$ cat src/rtl/max_min_avg_pkg.sv
// rtl/max_min_avg_pkg.sv - shared state encoding and width defaults for max_min_avg_ctrl
package max_min_avg_pkg;

    localparam int DATA_W_DEFAULT = 8;
    localparam int LOG2_N_DEFAULT = 3;
    localparam int ACC_W_DEFAULT  = DATA_W_DEFAULT + LOG2_N_DEFAULT;

    typedef enum logic [1:0] {
        IDLE = 2'd0,
        LOAD = 2'd1,
        DONE = 2'd2
    } state_t;

endpackage

$ cat src/rtl/avg_accumulator.sv
// rtl/avg_accumulator.sv - block sum accumulator with floor or round-half-up (ROUND_AVG_EN) average
module avg_accumulator
    import max_min_avg_pkg::*;
#(
    parameter int DATA_W = DATA_W_DEFAULT,
    parameter int LOG2_N = LOG2_N_DEFAULT
) (
    input  logic              clk,
    input  logic              rst_n,
    input  logic              clear,
    input  logic              add,
    input  logic [DATA_W-1:0] in_data,
    output logic [DATA_W-1:0] avg_next
);

    localparam int ACC_W = DATA_W + LOG2_N;

    logic [ACC_W-1:0] acc_q;
    logic [ACC_W-1:0] acc_d;
    logic [ACC_W-1:0] final_sum;

    // Sum including the sample presented this cycle, so the last accept sees the full block
    assign final_sum = acc_q + ACC_W'(in_data);

`ifdef ROUND_AVG_EN
    localparam logic [ACC_W-1:0] HALF = ACC_W'(1) << (LOG2_N - 1);
    assign avg_next = DATA_W'((final_sum + HALF) >> LOG2_N);
`else
    assign avg_next = DATA_W'(final_sum >> LOG2_N);
`endif

    always_comb begin
        acc_d = acc_q;
        if (clear) begin
            acc_d = '0;
        end else if (add) begin
            acc_d = final_sum;
        end
    end

    always_ff @(posedge clk or negedge rst_n) begin
        if (!rst_n) begin
            acc_q <= '0;
        end else begin
            acc_q <= acc_d;
        end
    end

endmodule

$ cat src/rtl/max_min_avg_ctrl.sv
// rtl/max_min_avg_ctrl.sv - block sequencer driving external Max/Min registers; avg rounding via ROUND_AVG_EN
module max_min_avg_ctrl
    import max_min_avg_pkg::*;
#(
    parameter int DATA_W = DATA_W_DEFAULT,
    parameter int LOG2_N = LOG2_N_DEFAULT
) (
    input  logic              CLK,
    input  logic              RESET,
    input  logic              start,
    input  logic              in_valid,
    input  logic [DATA_W-1:0] in_data,
    output logic              in_ready,
    input  logic [DATA_W-1:0] max_q,
    input  logic [DATA_W-1:0] min_q,
    output logic              max_load,
    output logic              min_load,
    output logic [DATA_W-1:0] max_d,
    output logic [DATA_W-1:0] min_d,
    output logic [DATA_W-1:0] avg_out,
    output logic              busy,
    output logic              done
);

    localparam logic [LOG2_N-1:0] LAST = '1;

    state_t            state_q, state_d;
    logic [LOG2_N-1:0] count_q, count_d;
    logic [DATA_W-1:0] avg_q, avg_d;
    logic              in_ready_q, in_ready_d;
    logic              busy_q, busy_d;
    logic              done_q, done_d;

    logic              accept;
    logic              first;
    logic              acc_clear;
    logic [DATA_W-1:0] avg_next;

    assign accept = in_valid & in_ready_q;
    assign first  = (count_q == '0);

    // The first sample always loads both registers so stale contents never survive a block
    assign max_load = accept & (first | (in_data > max_q));
    assign min_load = accept & (first | (in_data < min_q));
    assign max_d    = in_data;
    assign min_d    = in_data;

    assign in_ready = in_ready_q;
    assign busy     = busy_q;
    assign done     = done_q;
    assign avg_out  = avg_q;

    avg_accumulator #(
        .DATA_W (DATA_W),
        .LOG2_N (LOG2_N)
    ) u_acc (
        .clk      (CLK),
        .rst_n    (RESET),
        .clear    (acc_clear),
        .add      (accept),
        .in_data  (in_data),
        .avg_next (avg_next)
    );

    always_comb begin
        state_d   = state_q;
        count_d   = count_q;
        avg_d     = avg_q;
        acc_clear = 1'b0;
        case (state_q)
            IDLE: begin
                if (start) begin
                    state_d   = LOAD;
                    count_d   = '0;
                    acc_clear = 1'b1;
                end
            end
            LOAD: begin
                if (accept) begin
                    count_d = count_q + LOG2_N'(1);
                    if (count_q == LAST) begin
                        avg_d   = avg_next;
                        state_d = DONE;
                    end
                end
            end
            DONE:    state_d = IDLE;
            default: state_d = IDLE;
        endcase
        // Status outputs are decoded from the next state so they leave flops cleanly
        in_ready_d = (state_d == LOAD);
        busy_d     = (state_d != IDLE);
        done_d     = (state_d == DONE);
    end

    always_ff @(posedge CLK or negedge RESET) begin
        if (!RESET) begin
            state_q    <= IDLE;
            count_q    <= '0;
            avg_q      <= '0;
            in_ready_q <= 1'b0;
            busy_q     <= 1'b0;
            done_q     <= 1'b0;
        end else begin
            state_q    <= state_d;
            count_q    <= count_d;
            avg_q      <= avg_d;
            in_ready_q <= in_ready_d;
            busy_q     <= busy_d;
            done_q     <= done_d;
        end
    end

endmodule

$ cat config.mk
export PLATFORM = sky130hd
export DESIGN_NAME = max_min_avg_ctrl
export DESIGN_NICKNAME = d
export VERILOG_FILES = /design/src/rtl/max_min_avg_pkg.sv /design/src/rtl/avg_accumulator.sv /design/src/rtl/max_min_avg_ctrl.sv
export SDC_FILE = /design/constraint.sdc
export NUM_CORES = 1
export LEC_CHECK = 0
export ABC_AREA = 1
export BUFFER_PORTS_ARGS = -buffer_cell sky130_fd_sc_hd__buf_2
export CAP_MARGIN = 20
export CELL_PAD_IN_SITES_DETAIL_PLACEMENT = 1
export CELL_PAD_IN_SITES_GLOBAL_PLACEMENT = 2
export CORE_MARGIN = 4
export CORE_UTILIZATION = 31
export CTS_CLUSTER_DIAMETER = 30
export DETAILED_ROUTE_END_ITERATION = 7
export GPL_ROUTABILITY_DRIVEN = 1
export HOLD_SLACK_MARGIN = 0.15
export PLACE_DENSITY_LB_ADDON = 0.1
export RECOVER_POWER = 25
export SLEW_MARGIN = 10
export SYNTH_ARGS = -nofsm -noshare
export SYNTH_HDL_FRONTEND = slang
export SYNTH_SLANG_ARGS = --single-unit
$ cat constraint.sdc
create_clock -name CLK -period 2.3 [get_ports CLK]
set_input_delay 0.23 -clock CLK [delete_from_list [all_inputs] [get_ports CLK]]
set_output_delay 0.23 -clock CLK [all_outputs]
set_load 0.02 [all_outputs]
**After elaboration in Yosys (flattened, before gate mapping)**

Cells that the tools add are included.

- Output and inout port bits: 29
- Flip-flop bits (word level): 27
- Word-level logic and storage cells: 40
- Bits of input ports: 28

- Magnitude comparators: 2
- Reductions and logical operators: 7
- Muxes and demuxes: 11
- Equal/unequal tests: 6
- Bitwise logic cells: 5
- $add $sub $neg: 2

Operators with widths:

| cell | count |
|---|---|
| $mux 11 | 2 |
| $add 11x8->11 | 1 |
| $gt 8x8->1 | 1 |
| $lt 8x8->1 | 1 |
| $mux 2 | 3 |
| $mux 3 | 2 |
| $pmux 3 s2 | 1 |
| $reduce_and 3->1 | 2 |
| $reduce_bool 2->1 | 3 |
| $eq 2x1->1 const B | 2 |
| $ne 2x2->1 const B | 2 |
| $pmux 2 s2 | 1 |
| $add 3x1->3 const B | 1 |
| $and 1x1->1 | 3 |
| $eq 3x3->1 const B | 1 |
| $logic_not 3->1 | 1 |
| $eq 2x2->1 const B | 1 |
| $logic_not 2->1 | 1 |
| $mux 1 | 2 |
| $or 1x1->1 | 2 |

**Longest topological paths before layout**

- Depth in word-level cells: 5
- Depth in mapped cells: 11
- Depth with buffers taken out: 11

**Hierarchy**

A second synthesis with hierarchy kept.

- Cells, all modules: 293
- Area total of the unflattened synthesis: 2187.1 um2

By module, submodules not included:

| module | area each (um2) | cells an instance | instances |
|---|---|---|---|
| max_min_avg_ctrl | 1221.2 | 157 | 1 |
| avg_accumulator | 965.9 | 136 | 1 |

**Least setup slack after synthesis**

OpenSTA, ideal clock, no wires.

- Kind: reg2reg
- Start point: register u_acc.acc_q[0]
- End point: register avg_q[5] (netlist: avg_out[5])
- Slack: 0.755 ns
- Data required time: 2.182 ns
- Path buffers: 0
- Stages on the path, launching flop included: 12
- Arrival: 1.427 ns
- Cells stage by stage: dfrtp_1 > ha_1 > inv_1 > fa_1 > nor2_1 > nor2_2 > inv_2 > nand2_1 > nand2_1 > nand2_1 > nand3_1 > nand2_1

- Cells in the longest elaborated chain, start to end: 1

Ends and longest elaborated chain:

| what | line | source |
|---|---|---|
| start: declaration | avg_accumulator.sv:18 | `logic [ACC_W-1:0] acc_q;` |
| start signal: assignment | avg_accumulator.sv:43 | `acc_q <= '0;` |
| start signal: assignment | avg_accumulator.sv:45 | `acc_q <= acc_d;` |
| $add 11x8->11 | avg_accumulator.sv:23 | `assign final_sum = acc_q + ACC_W'(in_data);` |
| end signal: assignment | max_min_avg_ctrl.sv:107 | `avg_q <= avg_d;` |
| end: declaration | max_min_avg_ctrl.sv:29 | `logic [DATA_W-1:0] avg_q, avg_d;` |

Every way passes these cells.
A chain may end at the register's enable or synchronous reset.

**Worst setup path after layout**

- Start point: register u_acc.acc_q[0]
- End point: register avg_q[3] (netlist: avg_out[3])

Same word-level chain as after synthesis.

==> metrics list <==
- Total number of vias: 1829
- The critical path is of the reg2reg type.
- The min-delay analysis places its worst path in the category in2reg.
- The clock reaches the later pin of the worst-skew pair after 0.28 ns.
- Clock transition at path regs: 0.10 ns
- The critical path goes through ha_1 > inv_1 > fa_1 > nor2_1 > nor2_2 > inv_2 > nand2_1 > nand2_1 > nand2_1 > nand3_1 > nand2_1.
* Post-detailed-route via-to-cell ratio: 4.57
- CTS built an H-tree with a depth of 1.
- The number of global-route vias before repair came to 1930.
- Count of warnings emitted by yosys: 0
* Top-area cell type share of the netlist area: between 30% and 40%
* Violation count after the first detailed-route iteration: 46
* Top_reg_cell synth: sky130_fd_sc_hd__dfrtp_1
* Pin count of the biggest net entering global routing: 28
- Most used cells in the layout excluding fill and tap cells: sky130_fd_sc_hd__nand2_1, sky130_fd_sc_hd__buf_2, sky130_fd_sc_hd__inv_1, sky130_fd_sc_hd__dfrtp_1, sky130_fd_sc_hd__ha_1
* Number of synthesized flops with an enable pin: 0
- Max-slew headroom at the worst pin: a little under 60%
* Number of buffers added for setup after CTS: 0
* CTS tree: yes
- Cell seen most often among critical-path stages: sky130_fd_sc_hd__nand2_1
- Average instance area after synthesis: 7.54 µm²
- Setup-failing EPs final: 0
- Number of synthesized register bits: 27
- Summed over all instances, the cell type with the most area after synthesis is sky130_fd_sc_hd__dfrtp_1.
* First-pass GRT wire length: 9230 µm
- Overall power: 2.44 mW
- The final count of hold timing violations is 0.
- For this run the aggregate overflow at the end of global routing stands at 0.
- The number of pins with negative max-slew slack in the final report is 0.
* Critical Path AT: 1.89 ns
- 57 I/O pins were placed.
* Fraction of layout cells with a size suffix above 1: 18.9%
- Final weighted congestion in routability-driven placement: 0.761
- Placeable core region: 6490 µm²
- Number of standard cells after synthesis: 280
- On the worst path, the slowest cell contributes a delay of 0.41 ns.
* Non-filler cells, final: 400
- First drt pass iteration count: 4
- Sink Count: 27
- In this run the deepest clock path goes through 2 buffers.
* Measured slew at the worst slew-check pin: 0.632 ns
- CTS buffer count: 3
- Capturing element type of the critical path: flop
* Post-layout min period: ~1.7 ns
- TNS Setup: 0 ns
* Most common cell after layout, fill and taps aside: sky130_fd_sc_hd__nand2_1
* Antenna diode count: 0
- The slowest stage of the critical path belongs to the cell sky130_fd_sc_hd__fa_1.
- The tightest hold path in the finished design has a slack of 0.330 ns.
* Core utilization of the finished layout: 36.7%
* DP Wirelength: 4390 µm
- Portion of the post-synthesis area used by sequential elements: 32.0%
* DRC viols: 0
- For this run, the total global-route usage over all layers was measured as about 14%.
- Highest Clock Rate: 585 MHz
* Pwr dens: 1020 nW/µm²
- Worst clock skew on the final layout: 0.00338 ns
- From synthesis to final layout, the design area changed by 12.9%.
- Number of antenna violations at the first check in global routing: 0
- The flow ran to the end, and the final reports show no timing, DRC or antenna violations.
- Cell Count Post-Placement: slightly below 400
- The analysis attributes to cell leakage a power of 1.36 nW.
* Chip height: 90.5 µm
- Ratio of final minimum period to clock period: approximately three quarters
* Kind of start point of the critical path: flop
- In this run the cell area of the synthesized design comes to between 2000 and 2500 µm².
* Buffering stage count on the worst path with inverters included: 2
- Worst IR Drop VDD: 0.410 mV
- Root buffer selected by CTS: sky130_fd_sc_hd__clkbuf_8
* Nets: 379
* Die footprint: 8190 µm²
* WL final: 5380 µm
* Detail Route Antenna Nets: 0
- In this run the core area contains 29 standard-cell rows.
- STA puts the critical path data required time at 2.48 ns.
- Counting every net in the synthesized netlist gives 335.
- I/O Buffers: 56
* Top fanout value on the critical path: 3
- By area the synthesized netlist is led by sky130_fd_sc_hd__dfrtp_1, sky130_fd_sc_hd__nand2_1, sky130_fd_sc_hd__ha_1, sky130_fd_sc_hd__inv_1, sky130_fd_sc_hd__buf_4.
- Unrepaired setup endpoints after global routing: no
- Routed wire per std cell: 13.4 µm
- Yosys mapped the design onto 30 distinct sky130hd cell types.
- Among cell families on the critical path, the largest total delay comes from adder cells.
- The initial utilization of the core area, before any placement, comes to 32.5%.
* Total of max-cap violations: 0
* Async set or reset register ratio after synthesis: 100%
- Die outline width: about 91 µm
-- worst paths after layout --
kind | start | end | slack [ns] | cells past startpoint
worst min register to register | avg_out[7] | avg_out[7] | 0.49 | 2
min in group asynchronous | RESET | u_acc.acc_q[0] | 0.49 | 2
max in group asynchronous | RESET | u_acc.acc_q[4] | 1.39 | 2
worst max register to register | u_acc.acc_q[0] | avg_out[3] | 0.59 | 11
worst min-delay path | in_data[0] | u_acc.acc_q[0] | 0.33 | 3
worst max-delay path | u_acc.acc_q[0] | avg_out[3] | 0.59 | 11
-- logic make-up after synthesis --
kind of cell	count (synthesis)	share of synthesized area, %
adders and majority gates	27	16.4
and+or+nand+nor	137	28.5
DFF	27	32.0
xor gates and xnor gates	3	1.25
buffers and inverters	61	14.5
AOI/OAI and AO/OA	25	7.47
-- power by group --
part	switching [mW]	leakage, nW	internal, mW
Clock	0.164	0.0217	0.123
Combinational	0.874	1.01	0.495
Sequential	0.116	0.333	0.669
-- worst min-delay path: cells and delay by family --
family | cells | cell delay, ns
buffers and inverters | 1 | 0.11
adder cells (fa/ha/maj) | 1 | 0.13
AO/OA/AOI/OAI | 1 | 0.11
-- cells in the mapped netlist, types with 2 or more instances --
master / instances
sky130_fd_sc_hd__o21ai_1: 2
sky130_fd_sc_hd__o21ai_0: 5
sky130_fd_sc_hd__inv_1: 38
sky130_fd_sc_hd__xnor2_1: 2
sky130_fd_sc_hd__nor2_2: 3
sky130_fd_sc_hd__nand2_2: 3
sky130_fd_sc_hd__nand3b_1: 4
sky130_fd_sc_hd__a21oi_1: 8
sky130_fd_sc_hd__a21oi_2: 2
sky130_fd_sc_hd__nand3_1: 16
sky130_fd_sc_hd__buf_4: 16
sky130_fd_sc_hd__dfrtp_1: 27
sky130_fd_sc_hd__nand2_1: 91
sky130_fd_sc_hd__nor2_1: 15
sky130_fd_sc_hd__ha_1: 26
sky130_fd_sc_hd__buf_6: 2
sky130_fd_sc_hd__inv_2: 4
sky130_fd_sc_hd__nand4_1: 3
sky130_fd_sc_hd__o21a_1: 2
-- routing by layer --
| metal | wire, µm | GRT usage, % | part of all wire, % |
|---|---|---|---|
| met4 | 70 | 4.46 | 1.3 |
| met5 | 0 | 0 | 0 |
| met2 | 2520 | 23.2 | 47 |
| met1 | 2540 | 17.6 | 47 |
| met3 | 254 | 2.08 | 4.7 |
-- flip-flops by register name, summed over array words and instances, names as in the netlist --
register and count:
u_acc.acc_q 11, avg_out 8, count_q 3, state_q 2, busy 1, done 1, in_ready 1
-- metrics by stage --
stage	setup WS, ns	instance area [µm²]
floorplan	0.755	2110
global placement	0.615	2340
detailed placement	0.567	2340
CTS	0.550	2400
global route	0.398	2380
finish	0.590	2380
-- final cells by class --
class,instances,area [µm²]
inverters,43,163
repair buffers,57,270
clock inverters,1,7.51
clock buffers,3,41.3
well taps,77,96.3
flip-flops and latches,27,676
multi-input cells,192,1130
fillers,848,4110
-- repair_timing --
item                                   CTS  global route
resized for setup                        0             0
endpoints found under the hold margin   27             0
hold buffers                             1             0
setup endpoints to repair                0             0
Note: power is estimated with default switching activity, not from simulation.
